$ cat src/rtl/mem_if.sv
// mem_if: byte-serial data-memory port; one byte per req/ack handshake.
//   req/wr/addr/wdata : request side, driven by the stage (master)
//   rdata/ack         : completion side, driven by the memory (slave)
interface mem_if #(
  parameter int ADDR_WIDTH = 32
);
  logic                  req;
  logic                  wr;
  logic [ADDR_WIDTH-1:0] addr;
  logic [7:0]            wdata;
  logic [7:0]            rdata;
  logic                  ack;
  modport master(output req, wr, addr, wdata, input rdata, ack);
  modport slave(input req, wr, addr, wdata, output rdata, ack);
endinterface

$ cat src/rtl/mem_stage.sv
// mem_stage: RISC-V MEM stage running loads/stores over a byte-serial little-endian memory port.
//   clk, rst (async, active-low), stall : clock, reset, pipeline stall vector (bit 4 = MEM/WB)
//   exmem_*_in                          : EX/MEM register contents (address/result, rd, we, memop, store data)
//   mem                                 : byte-serial memory port (master side)
//   mem_res_out/mem_rdest_out/mem_we_out: writeback bundle for MEM/WB
//   stallreq_mem_out                    : held high while a transfer is in flight
module mem_stage #(
  parameter int ADDR_WIDTH  = 32,
  parameter int STALL_WIDTH = 6
) (
  input  logic                   clk,
  input  logic                   rst,
  input  logic [STALL_WIDTH-1:0] stall,
  input  logic [31:0]            exmem_res_in,
  input  logic [4:0]             exmem_rdest_in,
  input  logic                   exmem_we_in,
  input  logic [3:0]             exmem_memop_in,
  input  logic [31:0]            exmem_sdata_in,
  mem_if.master                  mem,
  output logic [31:0]            mem_res_out,
  output logic [4:0]             mem_rdest_out,
  output logic                   mem_we_out,
  output logic                   stallreq_mem_out
);
  localparam logic [3:0] LB = 4'd1, LH = 4'd2, LW = 4'd3, LBU = 4'd4, LHU = 4'd5;
  localparam logic [3:0] SB = 4'd6, SH = 4'd7, SW = 4'd8;
  typedef enum logic [1:0] {IDLE, BUSY, DONE} state_t;
  state_t                state, state_nxt;
  logic [1:0]            cnt;
  logic [1:0]            cnt_inc;
  logic [1:0]            last;
  logic [31:0]           data_buf;
  logic [31:0]           ld_val;
  logic [ADDR_WIDTH-1:0] base;
  logic                  is_load;
  logic                  is_store;
  logic                  hit;
  logic                  unused_stall;
  assign unused_stall  = ^{stall[STALL_WIDTH-1:5], stall[3:0]};
  assign is_load       = exmem_memop_in >= LB && exmem_memop_in <= LHU;
  assign is_store      = exmem_memop_in >= SB && exmem_memop_in <= SW;
  assign last          = (exmem_memop_in == LW || exmem_memop_in == SW) ? 2'd3 :
                         (exmem_memop_in == LH || exmem_memop_in == LHU || exmem_memop_in == SH) ? 2'd1 : 2'd0;
  assign cnt_inc       = cnt + 2'd1;
  assign base          = ADDR_WIDTH'(exmem_res_in);
  // an ack only counts against an outstanding request
  assign hit           = mem.req & mem.ack;
  assign mem_rdest_out = exmem_rdest_in;
  assign mem_we_out    = exmem_we_in;
  assign ld_val = exmem_memop_in == LB  ? {{24{data_buf[7]}}, data_buf[7:0]} :
                  exmem_memop_in == LH  ? {{16{data_buf[15]}}, data_buf[15:0]} :
                  exmem_memop_in == LBU ? {24'd0, data_buf[7:0]} :
                  exmem_memop_in == LHU ? {16'd0, data_buf[15:0]} : data_buf;
  always_ff @(posedge clk or negedge rst)
    if (!rst) state <= IDLE;
    else state <= state_nxt;
  always_comb begin
    state_nxt        = state;
    stallreq_mem_out = 1'b0;
    mem_res_out      = exmem_res_in;
    case (state)
      IDLE: if (is_load || is_store) begin
        stallreq_mem_out = 1'b1;
        state_nxt        = BUSY;
      end
      BUSY: begin
        stallreq_mem_out = 1'b1;
        state_nxt        = (hit && cnt == last) ? DONE : BUSY;
      end
      DONE: begin
        mem_res_out = is_load ? ld_val : exmem_res_in;
        // leave only once MEM/WB captures, so the op is never restarted
        state_nxt   = stall[4] ? DONE : IDLE;
      end
      default: state_nxt = IDLE;
    endcase
  end
  // request registers: the counter restarts only on IDLE->BUSY
  always_ff @(posedge clk or negedge rst)
    if (!rst) begin
      cnt       <= 2'd0;
      data_buf  <= 32'd0;
      mem.req   <= 1'b0;
      mem.wr    <= 1'b0;
      mem.addr  <= '0;
      mem.wdata <= 8'd0;
    end else if (state == IDLE && (is_load || is_store)) begin
      cnt       <= 2'd0;
      mem.req   <= 1'b1;
      mem.wr    <= is_store;
      mem.addr  <= base;
      mem.wdata <= exmem_sdata_in[7:0];
    end else if (state == BUSY && hit) begin
      if (is_load) data_buf[{cnt, 3'b000} +: 8] <= mem.rdata;
      if (cnt == last) begin
        mem.req <= 1'b0;
        mem.wr  <= 1'b0;
      end else begin
        cnt       <= cnt_inc;
        mem.addr  <= base + ADDR_WIDTH'(cnt_inc);
        mem.wdata <= exmem_sdata_in[{cnt_inc, 3'b000} +: 8];
      end
    end
endmodule
$ cat src/flat_wrapper.sv
// flat-port wrapper written by rule: the top's interface ports become plain ports
module mem_stage_flat 
#(
  parameter int ADDR_WIDTH  = 32,
  parameter int STALL_WIDTH = 6
)
  (clk, rst, stall, exmem_res_in, exmem_rdest_in, exmem_we_in, exmem_memop_in, exmem_sdata_in, mem_res_out, mem_rdest_out, mem_we_out, stallreq_mem_out, mem_req, mem_wr, mem_addr, mem_wdata, mem_rdata, mem_ack);
  mem_if #(.ADDR_WIDTH(ADDR_WIDTH)) mem_i ();
  input  logic clk;
  input  logic rst;
  input  logic [STALL_WIDTH-1:0] stall;
  input  logic [31:0] exmem_res_in;
  input  logic [4:0] exmem_rdest_in;
  input  logic exmem_we_in;
  input  logic [3:0] exmem_memop_in;
  input  logic [31:0] exmem_sdata_in;
  output logic [31:0] mem_res_out;
  output logic [4:0] mem_rdest_out;
  output logic mem_we_out;
  output logic stallreq_mem_out;
  output wire logic [$bits(mem_i.req)-1:0] mem_req;
  output wire logic [$bits(mem_i.wr)-1:0] mem_wr;
  output wire logic [$bits(mem_i.addr)-1:0] mem_addr;
  output wire logic [$bits(mem_i.wdata)-1:0] mem_wdata;
  input wire logic [$bits(mem_i.rdata)-1:0] mem_rdata;
  input wire logic [$bits(mem_i.ack)-1:0] mem_ack;
  assign mem_req = mem_i.req;
  assign mem_wr = mem_i.wr;
  assign mem_addr = mem_i.addr;
  assign mem_wdata = mem_i.wdata;
  assign mem_i.rdata = mem_rdata;
  assign mem_i.ack = mem_ack;
  mem_stage #(.ADDR_WIDTH(ADDR_WIDTH), .STALL_WIDTH(STALL_WIDTH)) u_core (.clk(clk), .rst(rst), .stall(stall), .exmem_res_in(exmem_res_in), .exmem_rdest_in(exmem_rdest_in), .exmem_we_in(exmem_we_in), .exmem_memop_in(exmem_memop_in), .exmem_sdata_in(exmem_sdata_in), .mem(mem_i), .mem_res_out(mem_res_out), .mem_rdest_out(mem_rdest_out), .mem_we_out(mem_we_out), .stallreq_mem_out(stallreq_mem_out));
endmodule
$ cat config.mk
export PLATFORM = sky130hd
export DESIGN_NAME = mem_stage_flat
export DESIGN_NICKNAME = d
export VERILOG_FILES = /design/src/rtl/mem_if.sv /design/src/rtl/mem_stage.sv /design/src/flat_wrapper.sv
export SDC_FILE = /design/constraint.sdc
export NUM_CORES = 1
export LEC_CHECK = 0
export CORE_UTILIZATION = 46
export DETAILED_ROUTE_END_ITERATION = 12
export GPL_TIMING_DRIVEN = 1
export PLACE_DENSITY_LB_ADDON = 0.05
export SYNTH_ARGS = -nofsm -noshare
export SYNTH_HDL_FRONTEND = slang
export SYNTH_SLANG_ARGS = --single-unit
$ cat constraint.sdc
create_clock -name clk -period 3.6 [get_ports clk]
set_clock_uncertainty 0.2 [all_clocks]
set_input_delay 0.72 -clock clk [delete_from_list [all_inputs] [get_ports clk]]
set_output_delay 0.72 -clock clk [all_outputs]
set_load 0.005 [all_outputs]
### Yosys cells after proc, flatten, opt, wreduce, memory -nomap -nowiden

Index checks and enable logic that the tools add are counted.

| storage, ports and cells | value |
|---|---|
| word-level logic and storage cells | 74 |
| register bits | 78 |
| input bits | 91 |
| output and inout bits | 81 |

| cells by class | value |
|---|---|
| muxes and demuxes | 28 |
| shift operators | 3 |
| reductions and logical operators | 15 |
| equality and inequality tests | 12 |
| add/sub/neg operators | 3 |
| bitwise operators | 2 |
| magnitude comparators | 4 |

Operator list:

| kind | number |
|---|---|
| $mux 32 | 9 |
| $add 32x2->32 | 1 |
| $bwmux 32 | 1 |
| $shift 8x7->32 const A | 1 |
| $shiftx 32x6->8 | 1 |
| $shiftx 8x7->32 | 1 |
| $mux 8 | 3 |
| $mux 2 | 7 |
| $eq 4x3->1 const B | 3 |
| $eq 4x2->1 const B | 2 |
| $neg 5->7 | 1 |
| $mux 1 | 6 |
| $pmux 2 s3 | 1 |
| $logic_and 1x1->1 | 5 |
| $eq 4x1->1 const B | 1 |
| $eq 4x4->1 const B | 1 |
| $ge 4x1->1 const B | 1 |
| $ge 4x3->1 const B | 1 |
| $le 4x3->1 const B | 1 |
| $le 4x4->1 const B | 1 |
| $logic_or 1x1->1 | 4 |
| $reduce_and 2->1 | 2 |
| $reduce_bool 2->1 | 2 |
| $reduce_and 3->1 | 1 |
| 10 further kinds | 10 |

### Longest topological paths before layout

Gate-level depths: netlist (run 1).

| logic depth | value |
|---|---|
| depth in word-level cells | 9 |
| depth in mapped cells | 9 |
| gate-level depth less buffers | 8 |

### Worst setup path before layout (run 1)

No wires, ideal clock.

| timing | value |
|---|---|
| path type | input -> output |
| start point | in exmem_memop_in[0] |
| end point | out mem_res_out[21] |
| setup slack | 0.407 ns |
| data required time | 2.680 ns |
| cell stages on the path | 8 |
| buffers on the path | 3 |
| data arrival time | 2.273 ns |
| cell sequence | buf_4 nor3_1 nor3b_1 and2_1 buf_2 o41ai_1 clkbuf_1 o21ai_0 |

| between the ends | value |
|---|---|
| longest elaborated chain between the ends | 7 |
| elaborated cells between the ends (all ways) | 13 |
| classes of those cells | order compare: 2; eq/ne: 4; mux: 6; reduce/logical: 1 |

Ends and longest elaborated chain:

| element | RTL line | RTL |
|---|---|---|
| from (decl) | flat_wrapper.sv:15 | `input logic [3:0] exmem_memop_in;` |
| $eq 4x3->1 | mem_stage.sv:53 | `exmem_memop_in == LHU ? {16'd0, data_buf[15:0]} : data_buf;` |
| $mux 32 | mem_stage.sv:53 |  |
| $mux 32 | mem_stage.sv:52 | `exmem_memop_in == LBU ? {24'd0, data_buf[7:0]} :` |
| $mux 32 | mem_stage.sv:51 | `exmem_memop_in == LH ? {{16{data_buf[15]}}, data_buf[15:0]} :` |
| $mux 32 | mem_stage.sv:50 | `assign ld_val = exmem_memop_in == LB ? {{24{data_buf[7]}}, data_buf[7:0]} :` |
| $mux 32 * | mem_stage.sv:71 | `mem_res_out = is_load ? ld_val : exmem_res_in;` |
| $mux 32 * | mem_stage.sv:61 | `case (state)` |
| to (decl) | flat_wrapper.sv:17 | `output logic [31:0] mem_res_out;` |

Mark *: on every way between the ends. The rest lies on a longest branch, timed or not.

### Final worst setup path (run 1)

| timing | value |
|---|---|
| start point | in exmem_memop_in[0] |
| end point | out mem_res_out[16] |

The elaborated chain is that of the path after synthesis.

==> flow_summary.yaml, run 1 <==
drt:
  wl_microns: 14000
  detail_route.iter0.violations: 189
  vias: 4624
  drc_errors: 0
  vias_per_cell: 5.45
  wl_per_cell_microns: 16.5
  ant_nets: 0
  drt-pass1-iter-count: 4
global_routing:
  overflow: 0
  grt_max_degree: 79
  grt_pass1_wl_microns: 22600
  antenna_found_initial: 0
  grt_use_total_pct: 25.6
  grt_pass1_vias: 4452
timing:
  final_hold_viol_count: 0
  period_minus_slack_ns: 3.55
  tightest_slew_ns: 0.999
  setup_violations: 0
  period_share_pct: 98.7
  drv_slew: 0
  slew_headroom_pct: 33.4
  fmax_mhz: 281
  fin_tns_setup_ns: 0
  hold_slack_ns: 0.293
power_and_ir_drop:
  power.density_nw_per_um2: 623
  leakagePower_nw: 2.90
  ir_worst_vdd_mv: 0.374
floorplanning:
  start_util_pct: 47.7
  die_area_sq_um: 11200
  core-area_sq_um: 10400
  rows: 37
  boundaryPins: 172
  dieHeight_microns: 106
  die_x_microns: 106
yosys:
  syn_area_sq_um: 4940
  synth_nets: 658
  synth_cells: 559
  synth_area_leader_cell: "dfrtp_1"
  async_flop_share_pct: 100
  synthTopCellsByArea: "dfrtp_1, nand2_1, mux2_2"
  syn-mean-instance-area_sq_um: 8.85
  yosysMostFrequentCell: "nand2_1"
  synth_seq_cells: 78
  yosysSeqAreaShare_pct: 39.5
  synth_top_area_share_pct: 39.5
  synth_common_cells: "nand2_1, dfrtp_1, o21ai_0, a21oi_1, mux2_2"
  yosysWarnings: 0
  synth_ff_type: "dfrtp_1"
  post_synth_num_cell_types: 48
  synth-edff-count: 0
worst_hold_path:
  min_path_type: "reg2reg"
worst_setup_path:
  slowest_stage: "clkdlybuf4s50_1"
  cpPeakStageDelay_ns: 0.53
  path_cells: "dlygate4sd2_1, buf_4, nand3b_1, a211oi_4, buf_6, a21oi_1, o21ai_1, clkdlybuf4s50_1"
  crit_arrival_ns: 2.63
  crit_path_max_fanout: 8
  endpoint_kind: "output port"
  critPathKind: "in2out"
  start_kind: "input port"
  cp.required_ns: 2.68
place:
  place_inst: 831
  gp_congestion: 0.888
  port_buffers: 154
  dp_hpwl_microns: 10700
finish:
  layout.nets: 807
  regArea_sq_um: 1950
  drive_above_1_share_pct: 14.7
  fillers: 894
  multiInputGateArea_sq_um: 2850
  syn_to_final_growth_pct: 40.7
  final_cells: 849
  antennaDiodeCount: 0
clock_network:
  clkSlewWorstSetupHoldPaths_ns: 0.09
  cts-root-buf: "clkbuf_8"
  clk_latency_ns: 0.36
  cts_tree: "yes"
  postCtsSetupBuffers: 0
  cts_max_level: 3
  numClockSinks: 78
  clockBufferDepth: 2
  numCtsBuffers: 9
outcome:
  outcome: "complete, no violations"
flow_run:
  drv_cap: 0
-- critical path: cells and delay by family --
kind,cells,cell delay [ns]
buf+inv,4,1.15
compound gates,3,0.56
simple gates,1,0.20
-- final timing paths --
check / startpoint / to / slack, ns / cells past startpoint
hold / removal: u_core.data_buf[22]$_DFFE_PN0P_ / u_core.data_buf[22]$_DFFE_PN0P_ / 0.29 / 2
setup / recovery: exmem_memop_in[0] / mem_res_out[16] / 0.05 / 8
hold reg to reg: u_core.data_buf[22]$_DFFE_PN0P_ / u_core.data_buf[22]$_DFFE_PN0P_ / 0.29 / 2
min in group asynchronous: rst / u_core.mem.addr[0]$_DFFE_PN0P_ / 0.31 / 1
setup reg to reg: u_core.cnt[0]$_DFFE_PN0P_ / u_core.mem.addr[29]$_DFFE_PN0P_ / 0.50 / 8
max in group asynchronous: rst / u_core.cnt[1]$_DFFE_PN0P_ / 2.23 / 1
-- power by group --
group          internal, W  switching, W  total, W  leakage, nW
sequential         0.00119      0.000204   0.00140        0.984
combinational      0.00127      0.000893   0.00216         1.81
clock             0.000415      0.000366  0.000780        0.113
-- kinds of logic after synthesis --
kind of cell             after synthesis  share of synthesized area (%)
AO/OA/AOI/OAI                        106                           12.1
XOR/XNOR                              31                           5.49
adder cells (fa/ha/maj)                8                           2.18
buffers and inverters                 43                           4.73
flip-flops                            78                           39.5
multiplexers                          55                           13.8
AND/OR/NAND/NOR                      238                           22.2
-- repair_timing --
action | in CTS | in global routing
gates resized for setup | 21 | 21
endpoints found under the setup margin | 32 | 22
hold buffers | 0 | 0
gates cloned | 1 | 1
pin swaps | 3 | 4
-- stage by stage --
step | setup slack [ns] | total power, W | cell area (sq um) | util [%]
global route | -0.0000258 | 0.00460 | 6960 | 67.1
finish | 0.0464 | 0.00434 | 6960 | 67.1
CTS | 0.0254 | 0.00434 | 6890 | 66.4
floorplan | 0.407 | 0.00259 | 4940 | -
global placement | -0.280 | 0.00351 | 6620 | 63.8
detailed placement | -0.280 | 0.00356 | 6620 | 63.8
-- sequential cells by signal, indices dropped and copies added (netlist names) --
signal,flops
u_core.mem.addr,32
u_core.cnt,2
u_core.data_buf,32
u_core.mem.req,1
u_core.mem.wr,1
u_core.state,2
u_core.mem.wdata,8
-- placed cells by master (no fill, tap or decap), types with 15 or more instances in the layout --
cell type / instances
nor3_1: 15
o21ai_0: 40
a21oi_1: 35
nor2_1: 21
clkdlybuf4s50_1: 146
buf_4: 17
mux2_2: 27
mux2_4: 20
nand2_1: 130
dfrtp_1: 78
xor2_1: 24
-- area by class of cell --
| cell class | instances | share of cell area (%) |
|---|---|---|
| clock buffers | 10 | 1.98 |
| repair buffers | 177 | 25.1 |
| multi-input cells | 438 | 40.9 |
| flip-flops and latches | 78 | 28.1 |
| clock inverters | 6 | 1.35 |
| well taps | 136 | 2.45 |
| inverters | 4 | 0.216 |
-- layer usage --
metal | GRT usage [%] | vias up | share of wire, %
li1 | - | 2242 | -
met1 | 35.8 | 2206 | 45
met2 | 41.0 | 154 | 46
met3 | 4.21 | 22 | 6.5
met4 | 7.34 | 0 | 1.5
met5 | 0 | - | 0
No activity file was read; power rests on OpenSTA's default activity.
==> inputs of run 2 (changes only) <==
--- a/config.mk
+++ b/config.mk
@@ -5,9 +5,9 @@
 export SDC_FILE = /design/constraint.sdc
 export NUM_CORES = 1
 export LEC_CHECK = 0
+export ABC_CLOCK_PERIOD_IN_PS = 3600
 export CORE_UTILIZATION = 46
 export DETAILED_ROUTE_END_ITERATION = 12
-export GPL_TIMING_DRIVEN = 1
 export PLACE_DENSITY_LB_ADDON = 0.05
 export SYNTH_ARGS = -nofsm -noshare
 export SYNTH_HDL_FRONTEND = slang
==> results of run 2 <==
Final layout, timing and power as in run 1 (identical DEF).
==> inputs of run 3 (changes only) <==
--- a/config.mk
+++ b/config.mk
@@ -6,7 +6,7 @@
 export NUM_CORES = 1
 export LEC_CHECK = 0
 export ABC_CLOCK_PERIOD_IN_PS = 3600
-export CORE_UTILIZATION = 46
+export CORE_UTILIZATION = 40
 export DETAILED_ROUTE_END_ITERATION = 12
 export PLACE_DENSITY_LB_ADDON = 0.05
 export SYNTH_ARGS = -nofsm -noshare
==> run 3 against run 2 <==
  * Maximum frequency grew 0.37%
  * Combinational power about the same
  * Sequential share of layout area shrank 0.21 points
==> flow_summary.yaml, run 3 (synthesis results as in run 1) <==
floorplanning:
  core-area_sq_um: 12000
  die_area_sq_um: 12800
  start_util_pct: 41.2
  dieHeight_microns: 113
  rows: 40
  boundaryPins: 172
  die_x_microns: 113
global_routing:
  grt_use_met2_pct: 38.8
  top_usage_layer: "met2"
  grt_use_total_pct: 23.6
  grt_pass1_vias: 4532
  global_route.usage.met3_pct: 4.23
  grt_util_met1_pct: 31.6
  grt_pass1_wl_microns: 23400
  overflow: 0
  antenna_found_initial: 0
  grt_max_degree: 79
power_and_ir_drop:
  leakagePower_nw: 2.93
  total_power_w: 0.00449
  netSwitchingPower_w: 0.00147
  power.density_nw_per_um2: 640
  p_seq_share_pct: 31.1
  swShare_pct: 32.8
  p_comb_share_pct: 48.5
  internal_power_w: 0.00302
  ir_worst_vdd_mv: 0.416
  power.clock.fraction_pct: 20.4
clock_network:
  cts_tree: "yes"
  clockBufferDepth: 2
  numClockSinks: 78
  numCtsBuffers: 9
  cts_max_level: 3
  cts-root-buf: "clkbuf_16"
  clk_latency_ns: 0.34
  clkSlewWorstSetupHoldPaths_ns: 0.06
drt:
  wl_per_cell_microns: 16.9
  vias: 4564
  wl_microns: 14700
  detail_route.iter0.violations: 204
  drc_errors: 0
  vias_per_cell: 5.28
  drt-pass1-iter-count: 4
  ant_nets: 0
place:
  gp_congestion: 0.898
  dp_slack_ns: -0.270
  dp_hpwl_microns: 11200
  port_buffers: 154
timing:
  period_share_pct: 98.3
  final_hold_viol_count: 0
  drv_slew: 0
  fmax_mhz: 282
  setup_violations: 0
  period_minus_slack_ns: 3.54
  rsz0062_at_grt: "yes"
  setup_slack_ns: 0.0595
  slew_headroom_pct: 33.9
  tightest_slew_ns: 0.991
worst_setup_path:
  reg2reg_depth: 8
  path_cells: "dlygate4sd2_1, buf_4, nand3b_1, a211oi_4, buf_4, a21oi_1, o21ai_0, clkdlybuf4s50_1"
  cp_num_cells: 8
  cpPeakStageDelay_ns: 0.53
  critPathKind: "in2out"
  critPathCapture: "mem_res_out[27]"
  worst-path-buf-inv: 4
  cpLargestDelayFamily: "buffers and inverters"
  start_kind: "input port"
  cp.required_ns: 2.68
  reg2reg_from: "u_core.cnt[1]$_DFFE_PN0P_"
  rrSetupSlack_ns: 0.61
  endpoint_kind: "output port"
  critPathLaunch: "exmem_memop_in[0]"
  slowest_stage: "clkdlybuf4s50_1"
  cp_common_cell: "buf_4"
  crit_path_max_fanout: 7
  crit_arrival_ns: 2.62
  r2r_end: "u_core.mem.addr[25]$_DFFE_PN0P_"
finish:
  syn_to_final_growth_pct: 41.7
  antennaDiodeCount: 0
  final_cell_mix: "clkdlybuf4s50_1, nand2_1, dfrtp_1, o21ai_0, a21oi_1"
  layout_commonest_cell: "clkdlybuf4s50_1"
  utilization_pct: 58.3
  drive_above_1_share_pct: 14.6
  fillers: 1109
  reg_top3: "u_core.data_buf (32), u_core.mem.addr (32), u_core.mem.wdata (8)"
  layout.nets: 813
outcome:
  outcome: "complete, no violations"
flow_run:
  drv_cap: 0
worst_hold_path:
  min_path_type: "reg2reg"
run 3: routing by layer:
layer	up-vias	part of all wire [%]
met5	-	0
li1	2251	-
met3	16	4.6
met4	0	1.2
met1	2178	48
met2	119	47
run 3: worst min path at each step:
stage	endpoint	depth (start not counted)	start	slack, ns
3_3_place_gp	u_core.data_buf[10]$_DFFE_PN0P_	2	u_core.data_buf[10]$_DFFE_PN0P_	0.27
2_1_floorplan	u_core.cnt[0]$_DFFE_PN0P_	0	rst	0.22
5_1_grt	u_core.data_buf[0]$_DFFE_PN0P_	2	u_core.data_buf[0]$_DFFE_PN0P_	0.31
3_5_place_dp	u_core.data_buf[4]$_DFFE_PN0P_	2	u_core.data_buf[4]$_DFFE_PN0P_	0.27
6_report	u_core.data_buf[4]$_DFFE_PN0P_	2	u_core.data_buf[4]$_DFFE_PN0P_	0.28
4_1_cts	u_core.data_buf[4]$_DFFE_PN0P_	2	u_core.data_buf[4]$_DFFE_PN0P_	0.29
run 3: through the flow:
step	instance area (sq um)	setup TNS (ns)	hold WS (ns)	instances
floorplan	4940	0	0.224	559
global placement	6680	-4.02	0.269	848
detailed placement	6680	-4.58	0.273	848
CTS	7000	0	0.287	865
global route	7010	-0.00678	0.313	865
finish	7010	0	0.280	865
run 3: what timing repair did:
item / in CTS / in global routing
resized for setup: 16 / 4
setup endpoints to repair: 32 / 22
pin swaps: 1 / 1
hold buffers: 0 / 0
cloned: 1 / 0
setup buffers: 1 / 0
run 3: worst min-delay path: cells and delay by family (launching register included):
family | cells | cell delay (ns)
simple gates | 1 | 0.04
compound gates | 1 | 0.06
flops | 1 | 0.34
run 3: area by class of cell:
| type | count | area (sq um) | area share, % |
|---|---|---|---|
| Inverter | 4 | 15.0 | 0.214 |
| Timing Repair Buffer | 183 | 1760 | 25.1 |
| Clock inverter | 5 | 50.0 | 0.714 |
| Sequential cell | 78 | 1950 | 27.9 |
| Tap cell | 147 | 184 | 2.62 |
| Multi-Input combinational cell | 438 | 2810 | 40.1 |
| Clock buffer | 10 | 239 | 3.41 |
run 3: power groups by stage:
stage / Clock (W) / Combinational (W) / Sequential [W]
floorplan: 0 / 0.00120 / 0.00139
global placement: 0 / 0.00214 / 0.00139
detailed placement: 0 / 0.00218 / 0.00141
CTS: 0.000925 / 0.00219 / 0.00140
global route: 0.000969 / 0.00236 / 0.00144
finish: 0.000915 / 0.00218 / 0.00139
